--- config.mk ---
export PLATFORM = sky130hd
export DESIGN_NAME = delay_counter_arbiter
export DESIGN_NICKNAME = d
export VERILOG_FILES = /design/src/rtl/delay_counter_arbiter_pkg.sv /design/src/rtl/delay_counter_arbiter_rr_arbiter.sv /design/src/rtl/delay_counter_arbiter.sv
export SDC_FILE = /design/constraint.sdc
export NUM_CORES = 1
export LEC_CHECK = 0
export ABC_AREA = 1
export CAP_MARGIN = 20
export CORE_AREA = 2 2 66 68
export CTS_BUF_LIST = sky130_fd_sc_hd__clkbuf_2 sky130_fd_sc_hd__clkbuf_4 sky130_fd_sc_hd__clkbuf_8
export DETAILED_ROUTE_END_ITERATION = 10
export DIE_AREA = 0 0 68 70
export GPL_TIMING_DRIVEN = 0
export PLACE_DENSITY = 0.63
export RECOVER_POWER = 100
export SLEW_MARGIN = 10
export SYNTH_ARGS = -nofsm -noshare
export SYNTH_HDL_FRONTEND = slang
export SYNTH_SLANG_ARGS = --single-unit
--- constraint.sdc ---
create_clock -name clk -period 6.92 [get_ports clk]
set_input_delay 1.038 -clock clk [delete_from_list [all_inputs] [get_ports clk]]
set_output_delay 1.038 -clock clk [all_outputs]
set_load 0.01 [all_outputs]
--- src/rtl/delay_counter_arbiter_pkg.sv ---
// ---------------------------------------------------------------------------
// delay_counter_arbiter_pkg : shared state encoding and default sizes
// Revision 1.0
// ---------------------------------------------------------------------------
`default_nettype none

package delay_counter_arbiter_pkg;
  localparam int STATE_W   = 2;
  localparam int DEF_NREQ  = 4;
  localparam int DEF_WIDTH = 4;

  typedef enum logic [STATE_W-1:0] {
    ST_IDLE = 2'd0,
    ST_RUN  = 2'd1,
    ST_DONE = 2'd2
  } state_t;
endpackage

`default_nettype wire

--- src/rtl/delay_counter_arbiter_rr_arbiter.sv ---
// ---------------------------------------------------------------------------
// rr_arbiter : combinational round-robin pick, searching upward from last+1
// Revision 1.0
// ---------------------------------------------------------------------------
`default_nettype none

module rr_arbiter
  import delay_counter_arbiter_pkg::*;
#(
  parameter int NREQ = DEF_NREQ,
  parameter int IDXW = $clog2(NREQ)
) (
  input  logic [NREQ-1:0] req,
  input  logic [IDXW-1:0] last,
  output logic [NREQ-1:0] win_onehot,
  output logic [IDXW-1:0] win_idx,
  output logic            any
);

  always_comb begin
    win_onehot = '0;
    win_idx    = '0;
    any        = 1'b0;
    // k runs to NREQ so the previous winner is considered last
    for (int k = 1; k <= NREQ; k++) begin
      if (!any && req[(int'(last) + k) % NREQ]) begin
        any                                = 1'b1;
        win_idx                            = IDXW'((int'(last) + k) % NREQ);
        win_onehot[(int'(last) + k) % NREQ] = 1'b1;
      end
    end
  end

endmodule

`default_nettype wire

--- src/rtl/delay_counter_arbiter.sv ---
// ---------------------------------------------------------------------------
// delay_counter_arbiter : one shared delay counter granted round-robin
// Optional macro DELAY_COUNTER_ARBITER_ABORT_EN: owner dropping req aborts job
// Revision 1.0
// ---------------------------------------------------------------------------
`default_nettype none

module delay_counter_arbiter
  import delay_counter_arbiter_pkg::*;
#(
  parameter int NREQ  = DEF_NREQ,
  parameter int WIDTH = DEF_WIDTH
) (
  input  logic                  clk,
  input  logic                  rst,
  input  logic [NREQ-1:0]       req,
  input  logic [NREQ*WIDTH-1:0] req_len,
  output logic [NREQ-1:0]       gnt,
  output logic                  busy,
  output logic [WIDTH-1:0]      count,
  output logic [NREQ-1:0]       done
);

  localparam int IDXW = $clog2(NREQ);
  localparam logic [IDXW-1:0] LAST_RST = IDXW'(NREQ - 1);

  state_t            state, state_n;
  logic [NREQ-1:0]   gnt_n, done_n;
  logic              busy_n;
  logic [WIDTH-1:0]  count_n, len_q, len_n;
  logic [IDXW-1:0]   last, last_n;

  logic [NREQ-1:0]   win_onehot;
  logic [IDXW-1:0]   win_idx;
  logic              any;
  logic [WIDTH-1:0]  lens [NREQ];

  for (genvar g = 0; g < NREQ; g++) begin : g_len
    assign lens[g] = req_len[g*WIDTH +: WIDTH];
  end

  rr_arbiter #(
    .NREQ (NREQ),
    .IDXW (IDXW)
  ) u_rr_arbiter (
    .req        (req),
    .last       (last),
    .win_onehot (win_onehot),
    .win_idx    (win_idx),
    .any        (any)
  );

  always_ff @(posedge clk or posedge rst) begin
    if (rst) begin
      state <= ST_IDLE;
      gnt   <= '0;
      busy  <= 1'b0;
      count <= '0;
      done  <= '0;
      len_q <= '0;
      last  <= LAST_RST;
    end else begin
      state <= state_n;
      gnt   <= gnt_n;
      busy  <= busy_n;
      count <= count_n;
      done  <= done_n;
      len_q <= len_n;
      last  <= last_n;
    end
  end

  always_comb begin
    state_n = state;
    gnt_n   = gnt;
    busy_n  = busy;
    count_n = count;
    done_n  = '0;
    len_n   = len_q;
    last_n  = last;
    case (state)
      ST_IDLE: begin
        if (any) begin
          state_n = ST_RUN;
          gnt_n   = win_onehot;
          busy_n  = 1'b1;
          count_n = '0;
          len_n   = lens[win_idx];
          last_n  = win_idx;
        end
      end
      ST_RUN: begin
`ifdef DELAY_COUNTER_ARBITER_ABORT_EN
        if ((req & gnt) == '0) begin
          state_n = ST_IDLE;
          gnt_n   = '0;
          busy_n  = 1'b0;
          count_n = '0;
        end else
`endif
        if (count == len_q) begin
          state_n = ST_DONE;
          done_n  = gnt;  // gnt is already one-hot on the owner
          gnt_n   = '0;
        end else begin
          count_n = count + WIDTH'(1);
        end
      end
      ST_DONE: begin
        state_n = ST_IDLE;
        busy_n  = 1'b0;
        count_n = '0;
      end
      default: begin
        state_n = ST_IDLE;
        gnt_n   = '0;
        busy_n  = 1'b0;
        count_n = '0;
      end
    endcase
  end

endmodule

`default_nettype wire
==> results.py, run 1 <==
metrics = {
    "run_status": {
        "status": "complete, no violations",
    },
    "job": {
        "max_cap_violations": 0,
    },
    "global_route": {
        "grt_max_degree": 22,
        "grt_pass1_vias": 1327,
        "antenna_found_initial": 0,
        "track_usage_pct": 14.80,
        "grt_pass1_wl_mm": 5.568,
        "grt_remaining_overflow": 0,
    },
    "synth": {
        "ys_seq_area_share_pct": 33.55,
        "syn_avg_cell_area_um2": 7.321,
        "synth_top_area_share_pct": 30.21,
        "netlist_area_um2": 1574,
        "yosys_register_bits": 21,
        "netlist_instances": 215,
        "synth.area.top_cells": "dfrtp_1 30%, nand2_1 13%, inv_1 8.3%, nand3_1 7.6%, ha_1 7.2%",
        "yosysWarningCount": 0,
        "synth_top_cell_by_area": "dfrtp_1",
        "netlist-cell-type-count": 28,
        "synth_fp_nets": 246,
    },
    "worst_setup_path": {
        "crit_top_cell": "nand2_1",
        "critPathCaptureType": "register",
        "crit_required_ns": 7.11,
        "cp_max_fo": 9,
        "criticalPathCategory": "in2reg",
        "critical_path.top_delay_family": "simple AND/OR/NAND/NOR gates",
        "worstPathArrival_ns": 3.41,
        "r2r-start": "last[0]",
        "path_buf_inv": 3,
        "slowest_stage": "dlygate4sd3_1",
        "path_cells": "dlygate4sd3_1 > inv_1 > nand2_1 > nand3_1 > nand2_1 > inv_1 > nand2_1 > nand2_2 > nand2_1 > nand2_1 > nand2_1 > nand3_1 > nand2_1 > nand2_1 > nand2_1",
        "start_kind": "input pin",
        "crit_path_max_incr_delay_ns": 0.57,
        "startpoint": "req[3]",
    },
    "sta": {
        "fin_crit_sh_pct": 46.52,
        "rsz0062_at_grt": "no",
        "fin_skew_ns": 0.007312,
        "max_slew_margin_pct": 49.35,
        "fin_setup_tns_ns": 0,
        "hold_viol_final": 0,
        "worst_pin_slew_ns": 0.7590,
        "setup_viol": 0,
        "hold_slack_ns": 0.4753,
        "slew_viol_final": 0,
        "period_needed_ns": 3.219,
        "fmax_mhz": 310.7,
    },
    "min_path": {
        "hp-class": "reg2reg",
        "worstHoldStart": "busy",
    },
    "routing": {
        "drt-total-wl_mm": 3.083,
        "drc_errors": 0,
        "vias_per_cell": 4.597,
        "vias": 1402,
        "first_pass_iters": 4,
        "drt_iter0_markers": 40,
        "wire_per_inst_um": 10.11,
        "antenna_left": 0,
    },
    "floorplanning": {
        "std_cell_rows": 24,
        "core_um2": 4144,
        "fp.dieH_um": 70,
        "die_x_um": 68,
        "start_util_pct": 37.98,
        "io_pins": 35,
        "die-area_um2": 4760,
    },
    "clock_network": {
        "post-cts-setup-buffers": 0,
        "worst_skew_pair.late_latency_ns": 0.26,
        "root_buffer": "clkbuf_8",
        "numCtsBuffers": 3,
        "cts_num_sinks": 21,
        "cts_tree": "built",
        "postCtsResizedCells": 0,
        "clk_path_buf_depth": 2,
        "clk_pin_slew_worst_paths_ns": 0.07,
        "htree_num_levels": 1,
        "cts_hold_buffers": 0,
    },
    "cells_and_area": {
        "area_delta_synth_final_pct": 26.55,
        "layout_commonest_cell": "nand2_1",
        "final_cells": 305,
        "drive_above_1_share_pct": 9.486,
        "fin_nets": 285,
        "n_antenna_cell": 0,
        "stdcell_area_um2": 1992,
        "final_cell_mix": "60 x nand2_1, 36 x inv_1, 24 x nand3_1",
    },
    "place": {
        "routabilityCongestion": 0.7560,
        "port_buffers": 34,
        "place_inst": 301,
        "dpl.hpwl_mm": 2.487,
        "placed_area_um2": 1979,
    },
    "power_and_ir_drop": {
        "peakVddDrop_mv": 0.1792,
        "p_leak_uw": 0.001038,
        "p_per_area_nw_per_um2": 490.4,
    },
}
-- synth_stat cells, drive strengths merged --
master  count
a21oi       6
o21ai      15
nor3        1
and3        1
nand2      70
dfstp       2
nand3      26
nor2       13
xnor2       5
inv        38
nand4       4
buf         2
ha          9
o22ai       2
xor2        1
dfrtp      19
a31oi       1
-- kinds of logic after synthesis --
| logic type | share of synthesized area [%] |
|---|---|
| AO/OA/AOI/OAI | 8.585 |
| XOR/XNOR | 3.339 |
| adder cells (fa/ha/maj) | 7.154 |
| buffers and inverters | 10.73 |
| flip-flops | 33.55 |
| AND/OR/NAND/NOR | 36.65 |
-- layer usage --
layer  part of all wire (%)  track usage (%)  routed length [µm]  vias up
met3                    4.3            3.865                 133        2
met1                     45            19.26                1373      618
li1                       -                -                   -      752
met4                   0.68            2.667                  21        0
met2                     50            24.60                1555       30
met5                      0                0                   0        -
-- per-stage QoR --
stage | power, µW | setup slack, ns | util (%)
2_1_floorplan | 784.1 | 4.724 | -
3_3_place_gp | 951.5 | 4.024 | 47.77
3_5_place_dp | 957.9 | 4.009 | 47.77
4_1_cts | 1040 | 4.274 | 48.88
5_1_grt | 1104 | 3.356 | 48.07
6_report | 976.7 | 3.701 | 48.07
-- power by group --
part | internal (µW) | switching [µW]
Sequential | 173 | 40.5
Combinational | 249 | 437
Clock | 40.0 | 37.4
-- flip-flops by register name (all words and copies together), names as in the netlist --
| name | count |
|---|---|
| len_q | 4 |
| state | 2 |
| last | 2 |
| busy | 1 |
| done | 4 |
| gnt | 4 |
| count | 4 |
-- worst reg2reg max path, cell delays in order (launching register included) --
cell,delay [ns]
dfstp_2,0.58
buf_6,0.18
inv_8,0.07
ha_1,0.36
inv_1,0.14
nand2_2,0.07
nand2_1,0.24
inv_1,0.16
nand2_1,0.25
nand2_2,0.07
nand2_1,0.23
nand2_1,0.27
nand2_1,0.13
nand3_1,0.08
nand2_1,0.08
nand2_1,0.05
nand2_1,0.06
-- final cells by class --
type,instances,area (µm²)
fill,434,2152
clock buffer,3,41.29
sequential,21,528.0
clock inverter,1,5.005
buffer,2,15.01
timing repair buffer,34,340.3
multi-input combinational,154,844.6
inverter,38,152.6
tap,52,65.06
-- worst paths after layout --
kind	endpoint	slack (ns)	cells past startpoint
min in group asynchronous	done[0]	1.35	2
setup reg to reg	len_q[3]	3.83	16
hold reg to reg	busy	0.48	2
setup / recovery	len_q[3]	3.70	15
max in group asynchronous	len_q[0]	5.09	2
hold / removal	busy	0.48	2
No activity file was read; power rests on OpenSTA's default activity.
==> run 2: changes to the inputs <==
==> constraint.sdc (replaced) <==
create_clock -name clk -period 3 [get_ports clk]
set_input_delay 0.45 -clock clk [delete_from_list [all_inputs] [get_ports clk]]
set_output_delay 0.45 -clock clk [all_outputs]
set_load 0.01 [all_outputs]
==> run 2 against run 1 <==
Net effect:
- global-route usage unchanged
- via count about the same
- clock skew down 0.0012 ns
- non-clock buffer count stayed put
- core utilization grew 0.54 points
- critical path depth increased by 1
- wire length decreased by 0.32%
- combinational power rose by 140%
- clock-buffer cell count did not move
- die area is the same
==> results.py, run 2 (synthesis gave the netlist of run 1 again) <==
metrics = {
    "run_status": {
        "status": "complete, no violations",
    },
    "sta": {
        "fin_setup_tns_ns": 0,
        "worst_pin_slew_ns": 0.7700,
        "fin_skew_ns": 0.006075,
        "hold_viol_final": 0,
        "fin_crit_sh_pct": 86.22,
        "slew_viol_final": 0,
        "max_slew_margin_pct": 48.61,
        "period_needed_ns": 2.587,
        "setup_viol": 0,
        "rsz0062_at_grt": "no",
        "fmax_mhz": 386.6,
    },
    "global_route": {
        "antenna_found_initial": 0,
        "grt_pass1_wl_mm": 5.568,
        "grt_pass1_vias": 1327,
        "track_usage_pct": 14.80,
        "grt_max_degree": 22,
        "grt_remaining_overflow": 0,
    },
    "place": {
        "port_buffers": 34,
        "dpl.hpwl_mm": 2.487,
        "routabilityCongestion": 0.7560,
        "placed_area_um2": 1979,
    },
    "clock_network": {
        "htree_num_levels": 1,
        "root_buffer": "clkbuf_8",
        "clk_path_buf_depth": 2,
        "cts_hold_buffers": 0,
        "worst_skew_pair.late_latency_ns": 0.26,
        "cts_tree": "built",
        "post-cts-setup-buffers": 0,
        "postCtsResizedCells": 0,
        "numCtsBuffers": 3,
        "cts_num_sinks": 21,
        "clk_pin_slew_worst_paths_ns": 0.07,
    },
    "power_and_ir_drop": {
        "peakVddDrop_mv": 0.4139,
        "p_per_area_nw_per_um2": 1149,
        "p_leak_uw": 0.001048,
    },
    "routing": {
        "drt-total-wl_mm": 3.073,
        "drc_errors": 0,
        "antenna_left": 0,
        "drt_iter0_markers": 57,
        "wire_per_inst_um": 10.08,
        "first_pass_iters": 4,
        "vias": 1401,
        "vias_per_cell": 4.593,
    },
    "min_path": {
        "hp-class": "reg2reg",
    },
    "floorplanning": {
        "core_um2": 4144,
        "std_cell_rows": 24,
        "fp.dieH_um": 70,
        "die-area_um2": 4760,
        "io_pins": 35,
        "die_x_um": 68,
        "start_util_pct": 37.98,
    },
    "cells_and_area": {
        "drive_above_1_share_pct": 10.67,
        "n_antenna_cell": 0,
        "postLayoutCoreUtil_pct": 48.61,
        "fin_nets": 285,
        "area_delta_synth_final_pct": 27.98,
        "layout_commonest_cell": "nand2_1",
        "stdcell_area_um2": 2014,
        "final_cell_mix": "56 x nand2_1, 35 x inv_1, 24 x nand3_1",
    },
    "worst_setup_path": {
        "slowest_stage": "dfstp_1",
        "criticalPathCategory": "reg2reg",
        "path_buf_inv": 3,
        "crit_path_max_incr_delay_ns": 0.61,
        "cp_max_fo": 9,
        "worstPathArrival_ns": 2.73,
        "critPathCaptureType": "register",
        "start_kind": "register",
        "crit_top_cell": "nand2_1",
        "critical_path.top_delay_family": "simple AND/OR/NAND/NOR gates",
        "path_cells": "buf_6 > inv_8 > ha_1 > inv_1 > nand2_1 > nand2_4 > nor2_1 > nand2_2 > nand2_2 > nand2_4 > nand2_4 > nand2_1 > nand3_1 > nand2_1 > nand2_1 > nand2_1",
        "crit_required_ns": 3.15,
    },
    "job": {
        "max_cap_violations": 0,
    },
}
[run 2: power by group]
group	internal [µW]	total [µW]	switching, µW
Sequential	398	493	95.3
Clock	92.3	178	85.5
Combinational	603	1640	1040
Total	1090	2310	1220
[run 2: metal layers]
| layer | up-vias | wire [µm] | global-route usage (%) | part of all wire [%] |
|---|---|---|---|---|
| li1 | 752 | - | - | - |
| met1 | 615 | 1388 | 19.26 | 45 |
| met2 | 32 | 1538 | 24.60 | 50 |
| met3 | 2 | 125 | 3.865 | 4.1 |
| met4 | 0 | 21 | 2.667 | 0.68 |
| met5 | - | 0 | 0 | 0 |
[run 2: path summary, 6_finish.rpt]
check	from	cells after the start	end	slack, ns
worst max register to register	last[0]	16	len_q[1]	0.41
worst max-delay path	last[0]	16	len_q[1]	0.41
min in group asynchronous	rst	2	done[0]	0.77
worst min register to register	busy	2	busy	0.48
max in group asynchronous	rst	2	busy	1.74
worst min-delay path	busy	2	busy	0.48
[run 2: per-stage QoR]
step	setup WS, ns	total power, µW	instances	hold WS, ns
after floorplan	0.8036	1809	215	0.4250
after global placement	0.4988	2195	301	0.4672
after detailed placement	0.4828	2210	301	0.4763
after CTS	0.4635	2399	305	0.4922
after global routing	0.1327	2614	305	0.5397
final	0.4133	2314	305	0.4767
[run 2: worst min-delay path, delay by kind of cell (launching register included)]
| kind | cells | cell delay (ns) |
|---|---|---|
| flops | 1 | 0.35 |
| simple gates | 2 | 0.10 |
[run 2: layout make-up]
cell class / count / area, µm²
Multi-Input combinational cell: 154 / 867.1
Clock inverter: 1 / 5.005
Timing Repair Buffer: 34 / 340.3
Buffer: 2 / 15.01
Sequential cell: 21 / 528.0
Fill cell: 433 / 2130
Tap cell: 52 / 65.06
Inverter: 38 / 152.6
Clock buffer: 3 / 41.29
==> run 3: changes to the inputs <==
--- a/config.mk
+++ b/config.mk
@@ -9,12 +9,12 @@
 export CAP_MARGIN = 20
 export CORE_AREA = 2 2 66 68
 export CTS_BUF_LIST = sky130_fd_sc_hd__clkbuf_2 sky130_fd_sc_hd__clkbuf_4 sky130_fd_sc_hd__clkbuf_8
+export CTS_CLUSTER_DIAMETER = 40
 export DETAILED_ROUTE_END_ITERATION = 10
 export DIE_AREA = 0 0 68 70
 export GPL_TIMING_DRIVEN = 0
 export PLACE_DENSITY = 0.63
 export RECOVER_POWER = 100
-export SLEW_MARGIN = 10
 export SYNTH_ARGS = -nofsm -noshare
 export SYNTH_HDL_FRONTEND = slang
 export SYNTH_SLANG_ARGS = --single-unit
==> results of run 3 <==
No change in the layout: final DEF, timing and power equal those of run 2.
